<file path="src/rtl/zork_pkg.sv">
// rtl/zork_pkg.sv - direction/state encodings, grid defaults, secret cell and wall map for the maze player
package zork_pkg;

  typedef enum logic [1:0] {
    DIR_N = 2'b00,
    DIR_E = 2'b01,
    DIR_S = 2'b10,
    DIR_W = 2'b11
  } dir_t;

  typedef enum logic [2:0] {
    IDLE    = 3'd0,
    CHECK   = 3'd1,
    MOVE    = 3'd2,
    BLOCK   = 3'd3,
    RELEASE = 3'd4
  } state_t;

  localparam int DEF_GRID_MAX_X = 9;
  localparam int DEF_GRID_MAX_Y = 9;
  localparam int DEF_START_X    = 0;
  localparam int DEF_START_Y    = 0;
  localparam int DEF_SECRET_X   = 0;
  localparam int DEF_SECRET_Y   = 6;

  // Row index is y, bit index is x; the secret cell's own bit is set but never consulted.
  localparam logic [15:0] WALL_MAP [16] = '{
    16'h0000,  // y=0
    16'h0008,  // y=1
    16'h003C,  // y=2
    16'h0000,  // y=3
    16'h0080,  // y=4
    16'h0001,  // y=5
    16'h0011,  // y=6
    16'h0000,  // y=7
    16'h0100,  // y=8
    16'h0000,  // y=9
    16'h0000,
    16'h0000,
    16'h0000,
    16'h0000,
    16'h0000,
    16'h0000
  };

endpackage

</file>
<file path="src/rtl/maze_wall_rom.sv">
// rtl/maze_wall_rom.sv - combinational (x,y) to blocked-bit lookup into the static wall map
module maze_wall_rom
  import zork_pkg::*;
(
  input  logic [3:0] x,
  input  logic [3:0] y,
  output logic       blocked
);

  assign blocked = WALL_MAP[y][x];

endmodule

</file>
<file path="src/rtl/player_position_ctrl.sv">
// rtl/player_position_ctrl.sv - maze player position tracker with bounds/wall/secret-cell checks
// MOVE_SYNC_EN: adds 2-flop synchronizers on move_req_i and dir_i ahead of edge detection.
module player_position_ctrl
  import zork_pkg::*;
#(
  parameter int GRID_MAX_X = DEF_GRID_MAX_X,
  parameter int GRID_MAX_Y = DEF_GRID_MAX_Y,
  parameter int START_X    = DEF_START_X,
  parameter int START_Y    = DEF_START_Y,
  parameter int SECRET_X   = DEF_SECRET_X,
  parameter int SECRET_Y   = DEF_SECRET_Y
) (
  input  logic       clk_50MHz_i,
  input  logic       rst_async_la_i,
  input  logic       move_req_i,
  input  logic [1:0] dir_i,
  input  logic       wall_open_i,
  output logic [3:0] posx_o,
  output logic [3:0] posy_o,
  output logic       enable_move_o,
  output logic       blocked_o,
  output logic       busy_o
);

  logic       req_s;
  logic [1:0] dir_s;

`ifdef MOVE_SYNC_EN
  logic [1:0] req_sync;
  logic [1:0] dir_sync1;
  logic [1:0] dir_sync2;

  always_ff @(posedge clk_50MHz_i or negedge rst_async_la_i) begin
    if (!rst_async_la_i) begin
      req_sync  <= '0;
      dir_sync1 <= '0;
      dir_sync2 <= '0;
    end else begin
      req_sync  <= {req_sync[0], move_req_i};
      dir_sync1 <= dir_i;
      dir_sync2 <= dir_sync1;
    end
  end

  assign req_s = req_sync[1];
  assign dir_s = dir_sync2;
`else
  assign req_s = move_req_i;
  assign dir_s = dir_i;
`endif

  state_t state;
  state_t state_nxt;
  dir_t   dir_q;
  logic   req_hist;
  logic   req_rise;

  assign req_rise = req_s & ~req_hist;

  always_ff @(posedge clk_50MHz_i or negedge rst_async_la_i) begin
    if (!rst_async_la_i) begin
      req_hist <= 1'b0;
      dir_q    <= DIR_N;
    end else begin
      req_hist <= req_s;
      if (state == IDLE && req_rise) dir_q <= dir_t'(dir_s);
    end
  end

  // 5-bit signed target so that stepping off x=0 or y=0 goes negative instead of wrapping.
  logic signed [4:0] tx;
  logic signed [4:0] ty;

  always_comb begin
    tx = $signed({1'b0, posx_o});
    ty = $signed({1'b0, posy_o});
    case (dir_q)
      DIR_N: ty = ty - 5'sd1;
      DIR_E: tx = tx + 5'sd1;
      DIR_S: ty = ty + 5'sd1;
      DIR_W: tx = tx - 5'sd1;
    endcase
  end

  logic map_blocked;
  logic in_grid;
  logic is_secret;
  logic move_ok;

  maze_wall_rom u_wall_rom (
    .x       (tx[3:0]),
    .y       (ty[3:0]),
    .blocked (map_blocked)
  );

  assign in_grid   = !tx[4] && !ty[4] && (int'(tx) <= GRID_MAX_X) && (int'(ty) <= GRID_MAX_Y);
  assign is_secret = (tx == 5'(SECRET_X)) && (ty == 5'(SECRET_Y));
  assign move_ok   = in_grid && (is_secret ? wall_open_i : !map_blocked);

  always_ff @(posedge clk_50MHz_i or negedge rst_async_la_i) begin
    if (!rst_async_la_i) state <= IDLE;
    else                 state <= state_nxt;
  end

  always_comb begin
    state_nxt = state;
    case (state)
      IDLE:        if (req_rise) state_nxt = CHECK;
      CHECK:       state_nxt = move_ok ? MOVE : BLOCK;
      MOVE, BLOCK: state_nxt = RELEASE;
      RELEASE:     if (!req_s) state_nxt = IDLE;
      default:     state_nxt = IDLE;
    endcase
  end

  always_comb begin
    busy_o = (state != IDLE);
  end

  // Pulses and position are registered off the CHECK decision so they line up with MOVE/BLOCK.
  always_ff @(posedge clk_50MHz_i or negedge rst_async_la_i) begin
    if (!rst_async_la_i) begin
      posx_o        <= 4'(START_X);
      posy_o        <= 4'(START_Y);
      enable_move_o <= 1'b0;
      blocked_o     <= 1'b0;
    end else begin
      enable_move_o <= (state == CHECK) && move_ok;
      blocked_o     <= (state == CHECK) && !move_ok;
      if (state == CHECK && move_ok) begin
        posx_o <= tx[3:0];
        posy_o <= ty[3:0];
      end
    end
  end

endmodule

</file>
<file path="config.mk">
export PLATFORM = sky130hd
export DESIGN_NAME = player_position_ctrl
export DESIGN_NICKNAME = d
export VERILOG_FILES = /design/src/rtl/zork_pkg.sv /design/src/rtl/maze_wall_rom.sv /design/src/rtl/player_position_ctrl.sv
export SDC_FILE = /design/constraint.sdc
export NUM_CORES = 1
export LEC_CHECK = 0
export ABC_CLOCK_PERIOD_IN_PS = 3750
export BUFFER_PORTS_ARGS = -buffer_cell sky130_fd_sc_hd__buf_4
export CAP_MARGIN = 20
export CORE_MARGIN = 2
export CORE_UTILIZATION = 35
export CTS_BUF_LIST = sky130_fd_sc_hd__clkbuf_4
export DETAILED_ROUTE_END_ITERATION = 6
export SYNTH_ARGS = -nofsm -noshare
export SYNTH_HDL_FRONTEND = slang
export SYNTH_SLANG_ARGS = --single-unit
</file>
<file path="constraint.sdc">
create_clock -name clk_50MHz_i -period 3.75 [get_ports clk_50MHz_i]
set_clock_uncertainty 0.2 [all_clocks]
set_input_delay 0.9375 -clock clk_50MHz_i [delete_from_list [all_inputs] [get_ports clk_50MHz_i]]
set_output_delay 0.9375 -clock clk_50MHz_i [all_outputs]
set_load 0.005 [all_outputs]
</file>
* Word-level counts from Yosys, hierarchy flattened
Memories as Yosys holds them, arrays and structs flattened.
Cells that the tools add are included.
** Operators by class
- Add/sub/neg operators :: 4
- $lt $le $gt $ge :: 4
- Eq/ne operators :: 10
- Mux-type cells :: 11
- Bitwise operators :: 3
- Reduce and logical (&&, ||, !) cells :: 18
** Operator list (number)
- $mux 16 :: 2
- $pmux 5 s2 :: 2
- $pmux 3 s4 :: 1
- $add 4x1->5 const B :: 2
- $le 5x5->1 const B :: 2
- $sub 4x1->5 const B :: 2
- $logic_and 1x1->1 :: 8
- $eq 3x2->1 const B :: 2
- $mux 3 :: 2
- $eq 5x4->1 const B :: 1
- $ge 5x5->1 const B :: 1
- $logic_not 5->1 :: 1
- $lt 4x5->1 const B :: 1
- $not 4->5 :: 1
- $bmux 1 s4 :: 1
- $eq 2x2->1 const B :: 2
- $logic_not 1->1 :: 4
- $ne 2x2->1 const B :: 2
- $eq 3x1->1 const B :: 1
- $eq 3x3->1 const B :: 1
- $logic_not 3->1 :: 1
- $mux 1 :: 3
- $reduce_bool 3->1 :: 1
- $eq 2x1->1 const B :: 1
- other kinds (5) :: 5
** Word-level totals
- Register bits after elaboration :: 16
- Memory bits (read-only) :: 256
- Input port bits :: 6
- Output and inout port bits :: 11
- Word-level logic and storage cells :: 58
- Memories kept :: 1
** Memory list
- (no name shown) :: words 16, width 16, read ports 1, clocked after memory_dff 0, wr ports 0, RTL line maze_wall_rom.sv:10 : assign blocked = WALL_MAP[y][x];

* Depth between registers and ports, before layout
Gate-level depths: netlist of run 1.
- Depth in word-level cells :: 13
- Gate-level depth with buffers :: 13
- Gate-level depth less buffers :: 12

* Cells and area by module
A second synthesis of run 1 with hierarchy kept.
** Unflattened totals
- Cell total of the unflattened synthesis :: 127
- Area total of the unflattened synthesis :: 1262.5 um2
** By module, submodules not included
- player_position_ctrl :: times used 1, cells each 109, area each 1136.1 um2, seq. area each 400.4 um2
- maze_wall_rom :: times used 1, cells each 18, area each 126.4 um2, seq. area each 0.0 um2

* Worst setup path before layout of run 1
Ideal clock, no wire load.
- Kind :: reg2reg
- Start :: register dir_q[0]
- End :: register posy_o[1]
- Library setup time :: 0.125 ns
- Arrival time :: 3.008 ns
- Data required time :: 3.425 ns
- Slack :: 0.417 ns
- Cell stages (with the launch flop) :: 14
- Buffers on the path :: 1
- Clock period less this slack :: 3.333 ns
- Path through :: dfrtp_1 inv_1 nand2_1 fa_1 mux2_2 inv_1 ha_1 a211oi_1 nor2_1 o221ai_2 or4b_1 buf_2 a21oi_4 mux2_4
** On the way
- Word-level cells in the longest chain between the ends :: 12
- Elaborated cells between the ends (all ways) :: 26
- Those cells by class :: order compare (2); eq/ne (4); mux (7); bitwise (1); reduce/logical (11); memory (1)
** RTL lines
- start: declaration :: RTL line player_position_ctrl.sv:54 : dir_t dir_q;
- start signal: assignment :: RTL line player_position_ctrl.sv:66 : if (state == IDLE && req_rise) dir_q <= dir_t'(dir_s);
- $eq 2x2->1 or $logic_not 2->1 (tied branches) :: RTL line player_position_ctrl.sv:77 : case (dir_q)
- $pmux 5 s2 (*) :: RTL line player_position_ctrl.sv:77
- via ty[1] :: RTL line player_position_ctrl.sv:72 : logic signed [4:0] ty;
- $not 4->5 (not written as such) :: RTL line maze_wall_rom.sv:10
- $mem_v2 16x16
- $mux 16 (not written as such) (2 in series) :: RTL line maze_wall_rom.sv:10
- $bmux 1 s4 :: RTL line maze_wall_rom.sv:10
- $mux 1 (not written as such) :: RTL line maze_wall_rom.sv:10
- $logic_not 1->1 :: RTL line player_position_ctrl.sv:98 : assign move_ok = in_grid && (is_secret ? wall_open_i : !map_blocked);
- $mux 1 :: RTL line player_position_ctrl.sv:98
- $logic_and 1x1->1 :: RTL line player_position_ctrl.sv:98
- $logic_and 1x1->1 :: RTL line player_position_ctrl.sv:130 : if (state == CHECK && move_ok) begin
- end signal: assignment :: RTL line player_position_ctrl.sv:124 : posy_o <= 4'(START_Y);
- end signal: assignment :: RTL line player_position_ctrl.sv:132 : posy_o <= ty[3:0];
- end: declaration :: RTL line player_position_ctrl.sv:19 : output logic [3:0] posy_o,
The timed path passes the listed nets; every way through them passes the cells marked *. The select of a mux whose other input is x is not followed.
A chain may end at the register's enable or synchronous reset.

* Worst setup path in the final report of run 1
- Start :: register dir_q[1]
- End :: register posx_o[1]
** On the way
- Word-level cells in the longest chain between the ends :: 12
- Elaborated cells between the ends (all ways) :: 26
- Those cells by class :: order compare (2); eq/ne (4); mux (7); bitwise (1); reduce/logical (11); memory (1)
** RTL lines
- $eq 2x2->1 or $logic_not 2->1 (tied branches) :: RTL line player_position_ctrl.sv:77
- $pmux 5 s2 (*) :: RTL line player_position_ctrl.sv:77
- via ty[1] :: RTL line player_position_ctrl.sv:72
- $not 4->5 (not written as such) :: RTL line maze_wall_rom.sv:10
- $mem_v2 16x16
- $mux 16 (not written as such) (2 in series) :: RTL line maze_wall_rom.sv:10
- $bmux 1 s4 :: RTL line maze_wall_rom.sv:10
- $mux 1 (not written as such) :: RTL line maze_wall_rom.sv:10
- $logic_not 1->1 :: RTL line player_position_ctrl.sv:98
- $mux 1 :: RTL line player_position_ctrl.sv:98
- $logic_and 1x1->1 (*) :: RTL line player_position_ctrl.sv:98
- $logic_and 1x1->1 (*) :: RTL line player_position_ctrl.sv:130
- end signal: assignment :: RTL line player_position_ctrl.sv:123 : posx_o <= 4'(START_X);
- end signal: assignment :: RTL line player_position_ctrl.sv:131 : posx_o <= tx[3:0];
- end: declaration :: RTL line player_position_ctrl.sv:18 : output logic [3:0] posx_o,
Marked as above.

==> impl_metrics.json, run 1 <==
{
  "gp_congestion": 0.786,
  "start_util": 0.371,
  "routed_wl_um": 2820,
  "dpl_cell_area_um2": 1440,
  "cts_root_buffer": "clkbuf_4",
  "fin_setup_tns_ns": 0,
  "die_width_um": 63.9,
  "rsz0062_at_grt": "no",
  "hold_class": "in -> async",
  "port-buffer-count": 16,
  "status": "completed",
  "clk_pin_slew_worst_paths_ns": 0.10,
  "via_count": 1035,
  "clk_latency_ns": 0.29,
  "netlist_area_um2": 1260,
  "ant_nets": 0,
  "synth-edff-count": 0,
  "cts_resized": 0,
  "via_per_inst": 5.45,
  "worst_pin_slew_ns": 0.626,
  "grt_overflow_total": 0,
  "r2r_setup_slack_ns": 0.23,
  "syn_avg_cell_area_um2": 10.1,
  "die_h_um": 63.9,
  "nets": 159,
  "synth_cells": 124,
  "hpwlAfterDp_um": 2160,
  "r2r_start": "dir_q[1]$_DFFE_PN0P_",
  "die-area_um2": 4090,
  "fmax_mhz": 284,
  "drv_cap": 0,
  "cts_tree": "done",
  "report.final.hold_viol_count": 0,
  "reg2reg_depth": 11,
  "yosys_warnings": 0,
  "drive_gt1_frac": 0.292,
  "core_um2": 3390,
  "cts_max_path_buffers": 2,
  "num_antenna_cells": 0,
  "grt_pass1_vias": 1068,
  "synth.net_count": 138,
  "fin_area_um2": 1470,
  "clock_sinks": 16,
  "critical_path_class": "reg -> reg",
  "timing.hold.ws_ns": 0.285,
  "drt-initial-drc-count": 47,
  "synth_seq_cells": 16,
  "synthToLayoutAreaGrowth_pct": 16.9,
  "io_pins": 17,
  "arrival_ns": 3.50,
  "drc_errors": 0,
  "slew_headroom": 0.579,
  "gr-usage-all-layers": 0.150,
  "maxSlewViolCount": 0,
  "cp-start-kind": "flop",
  "grt_antenna_before_repair": 0,
  "timing.final.crit_share": 0.939,
  "grt_pass1_wl_um": 4780,
  "ctsHoldBuffers": 0,
  "cts_setup_buffers": 0,
  "htreeDepth": 1,
  "fin_crit_ns": 3.52,
  "drt_first_pass_iters": 4,
  "end_kind": "flop",
  "wl_per_cell_um": 14.8,
  "rr_endpoint": "posx_o[1]$_DFFE_PN0P_",
  "setup_viol": 0,
  "cp.required_ns": 3.73,
  "path_max_fanout": 8,
  "ys_async_sr_fraction": 1.00,
  "yosysSeqAreaShare": 0.318,
  "cts_buffers": 3,
  "row_count": 21,
  "synthDistinctLibCells": 51,
  "grt_max_degree": 23,
  "yosys_most_used_dff": "dfrtp_1",
  "fin_util": 0.434
}
-- metal layers --
layer / global-route usage / share of wire / up-vias
li1: - / - / 495
met1: 0.183 / 0.46 / 508
met2: 0.260 / 0.50 / 28
met3: 0.0229 / 0.029 / 4
met4: 0.0652 / 0.012 / 0
met5: 0 / 0 / -
-- sequential cells by signal (all words and copies together), names as in the netlist --
signal         flops
dir_q              2
posy_o             4
state              3
req_hist           1
blocked_o          1
enable_move_o      1
posx_o             4
-- cell usage after synthesis, drive strengths merged (2+ instances only) --
library cell / n / area [um^2]
dfrtp: 16 / 400
or2: 2 / 12.5
a21o: 4 / 30.0
ha: 7 / 87.6
nor2: 9 / 43.8
nor4b: 2 / 17.5
a21boi: 2 / 15.0
xor2: 3 / 26.3
inv: 4 / 15.0
nor4: 2 / 12.5
or3: 2 / 12.5
nand2: 7 / 26.3
o21ai: 6 / 30.0
a211o: 3 / 26.3
buf: 4 / 26.3
a21oi: 3 / 26.3
xnor2: 7 / 61.3
mux2: 10 / 128
nor3b: 5 / 37.5
a31oi: 2 / 12.5
-- how the worst max path moves through the flow --
stage / startpoint / to / slack (ns) / cells after the start
floorplan: dir_q[0]$_DFFE_PN0P_ / posy_o[1]$_DFFE_PN0P_ / 0.42 / 13
global placement: dir_q[1]$_DFFE_PN0P_ / posy_o[2]$_DFFE_PN0P_ / 0.32 / 11
detailed placement: dir_q[1]$_DFFE_PN0P_ / posy_o[1]$_DFFE_PN0P_ / 0.19 / 11
CTS: dir_q[1]$_DFFE_PN0P_ / posx_o[1]$_DFFE_PN0P_ / 0.17 / 11
global route: dir_q[0]$_DFFE_PN0P_ / posx_o[1]$_DFFE_PN0P_ / 0.02 / 12
finish: dir_q[1]$_DFFE_PN0P_ / posx_o[1]$_DFFE_PN0P_ / 0.23 / 11
-- stage by stage --
step / cells / setup slack [ns]
after CTS: 190 / 0.170
after detailed placement: 186 / 0.189
final: 190 / 0.230
after floorplan: 124 / 0.417
after global placement: 186 / 0.320
after global routing: 190 / 0.0243
-- worst max-delay path, stage by stage, from the launching register on --
cell and delay (ns):
dfrtp_2 0.46, nand2_1 0.18, fa_1 0.47, mux2_2 0.31
inv_1 0.09, ha_1 0.15, a211oi_1 0.04, nor2_1 0.14
o221ai_2 0.11, or4b_1 0.66, a21oi_4 0.28, mux2_4 0.32
-- logic make-up (layout without fill, tap and decap cells) --
kind of cell    Yosys count  in the layout  synth area share
flops                    16             16             0.318
compound gates           30             30             0.188
buf+inv                   9             29            0.0358
simple gates             40             40             0.193
xor+xnor                 10             10            0.0697
mux                      11             11             0.109
fa+ha+maj                 8              8            0.0856
-- cell usage in the layout, fill, tap and decap left out, types with 5 or more instances in the layout --
cell type / netlist / final
xnor2_1: 7 / 7
mux2_2: 6 / 6
nor2_1: 7 / 7
nand2_1: 7 / 7
dfrtp_1: 16 / 15
buf_4: 0 / 21
nor3b_1: 5 / 5
ha_1: 7 / 7
-- area by class of cell --
cell class	count	area [um^2]
Fill cell	325	1920
Multi-Input combinational cell	99	812
Sequential cell	16	402
Timing Repair Buffer	21	158
Tap cell	46	57.6
Clock buffer	3	22.5
Inverter	4	15.0
Clock inverter	1	3.75
Power of run 1 is left out: the tool's default activity adds up to more than one toggle a clock period on the data nets, which glitch-free logic cannot reach.
==> inputs of run 2 (changes only) <==
- CORE_ASPECT_RATIO: not set -> 1.25
==> run 2 against run 1 <==
Net effect: worst setup slack improved by 0.10 ns; global-route usage increased by 1.4 points; core utilization decreased by 1.3 points; sequential cell count unchanged.
==> impl_metrics.json, run 2 (same netlist as run 1, synthesis figures left out) <==
{
  "status": "completed",
  "rsz0062_at_grt": "no",
  "grt_pass1_vias": 1088,
  "drt-initial-drc-count": 38,
  "path_max_fanout": 8,
  "fin_ws_ns": 0.335,
  "critical_path_class": "reg -> reg",
  "cp_cell_sequence": "nand2_1, fa_1, mux2_2, inv_1, ha_1, a211oi_1, nor2_1, o221ai_2, or4b_4, a21oi_4, mux2_4",
  "cts_tree": "done",
  "final_cell_mix": "buf_4 (20), dfrtp_1 (16)",
  "cts_buffers": 3,
  "cp.required_ns": 3.74,
  "core_um2": 3450,
  "die_h_um": 71.0,
  "setup_viol": 0,
  "num_antenna_cells": 0,
  "arrival_ns": 3.40,
  "io_pins": 17,
  "final_common_cell": "buf_4",
  "port-buffer-count": 16,
  "wl_per_cell_um": 16.3,
  "slowest_stage": "or4b_4",
  "via_per_inst": 5.67,
  "ant_nets": 0,
  "row_count": 24,
  "critPathMaxStageDelay_ns": 0.58,
  "timing.final.crit_share": 0.911,
  "die_width_um": 57.6,
  "fmax_mhz": 293,
  "via_count": 1027,
  "clk_latency_ns": 0.29,
  "worst_pin_slew_ns": 0.695,
  "end_kind": "flop",
  "routed_wl_um": 2950,
  "fin_crit_ns": 3.42,
  "maxSlewViolCount": 0,
  "pre_cts_slack_ns": 0.239,
  "drc_errors": 0,
  "gp_congestion": 0.809,
  "htreeDepth": 1,
  "cp-start-kind": "flop",
  "drive_gt1_frac": 0.289,
  "gr-usage-all-layers": 0.164,
  "clk_pin_slew_worst_paths_ns": 0.10,
  "hold_class": "in -> async",
  "slew_headroom": 0.532,
  "grt_overflow_total": 0,
  "fin_setup_tns_ns": 0,
  "grt_pass1_wl_um": 5220,
  "cts_max_path_buffers": 2,
  "grt_max_degree": 23,
  "reg_top3": "posx_o x4, posy_o x4, state x3",
  "drt_first_pass_iters": 4,
  "report.final.hold_viol_count": 0,
  "clock_sinks": 16,
  "start_util": 0.364,
  "ctsHoldBuffers": 0,
  "cts_root_buffer": "clkbuf_4",
  "die-area_um2": 4090,
  "nets": 158,
  "synthToLayoutAreaGrowth_pct": 15.5,
  "hpwlAfterDp_um": 2260,
  "grt_antenna_before_repair": 0,
  "drv_cap": 0
}
[run 2: changes by cell type in the layout (fill, tap and decap cells not counted)]
cell      delta
buf_4        -1
dfrtp_2      -1
or4b_4       +1
or4b_1       -1
clkinv_1     -1
dfrtp_1      +1
[run 2: area by class of cell]
type / count / area (um^2)
well taps: 39 / 48.8
multi-input cells: 99 / 816
inverters: 4 / 15.0
clock buffers: 3 / 22.5
repair buffers: 20 / 150
fillers: 341 / 2000
flip-flops and latches: 16 / 400
[run 2: per-layer routing]
layer  wire length, um  up-vias  GRT usage
met2              1470       18      0.278
met5                 0        -          0
met4                85        0     0.0698
met3                85        7     0.0238
li1                  -      500          -
met1              1320      502      0.204
[run 2: final timing paths]
path                                       from                    end  slack, ns  cells past startpoint
max                        dir_q[1]$_DFFE_PN0P_  posy_o[1]$_DFFE_PN0P_       0.33                     11
min                              rst_async_la_i  posx_o[3]$_DFFE_PN0P_       0.29                      1
max reg2reg                dir_q[1]$_DFFE_PN0P_  posy_o[1]$_DFFE_PN0P_       0.33                     11
min reg2reg                state[2]$_DFFE_PN0P_   state[1]$_DFFE_PN0P_       0.36                      1
max in group asynchronous        rst_async_la_i  posy_o[1]$_DFFE_PN0P_       2.88                      1
min in group clk_50MHz_i   state[2]$_DFFE_PN0P_   state[1]$_DFFE_PN0P_       0.36                      1
[run 2: repair_timing]
action	in CTS	in global routing
gates resized for setup	0	1
setup buffers	0	0
hold endpoints to repair	0	0
endpoints found under the setup margin	0	4
[run 2: stage by stage]
| step | instance area (um^2) | std cells | hold slack, ns | utilization |
|---|---|---|---|---|
| global route | 1450 | 181 | 0.294 | 0.421 |
| finish | 1450 | 181 | 0.285 | 0.421 |
| floorplan | 1260 | 124 | 0.291 | - |
| detailed placement | 1430 | 178 | 0.335 | 0.413 |
| global placement | 1430 | 178 | 0.334 | 0.413 |
| CTS | 1450 | 181 | 0.297 | 0.420 |
[run 2: worst max-delay path, delay by kind of cell (launching register included)]
family / cells / cell delay [ns]
AND/OR/NAND/NOR: 3 / 0.89
buffers and inverters: 1 / 0.08
adder cells (fa/ha/maj): 2 / 0.63
flip-flops: 1 / 0.47
multiplexers: 2 / 0.62
AO/OA/AOI/OAI: 3 / 0.42
Power of run 2 is left out for the same reason.
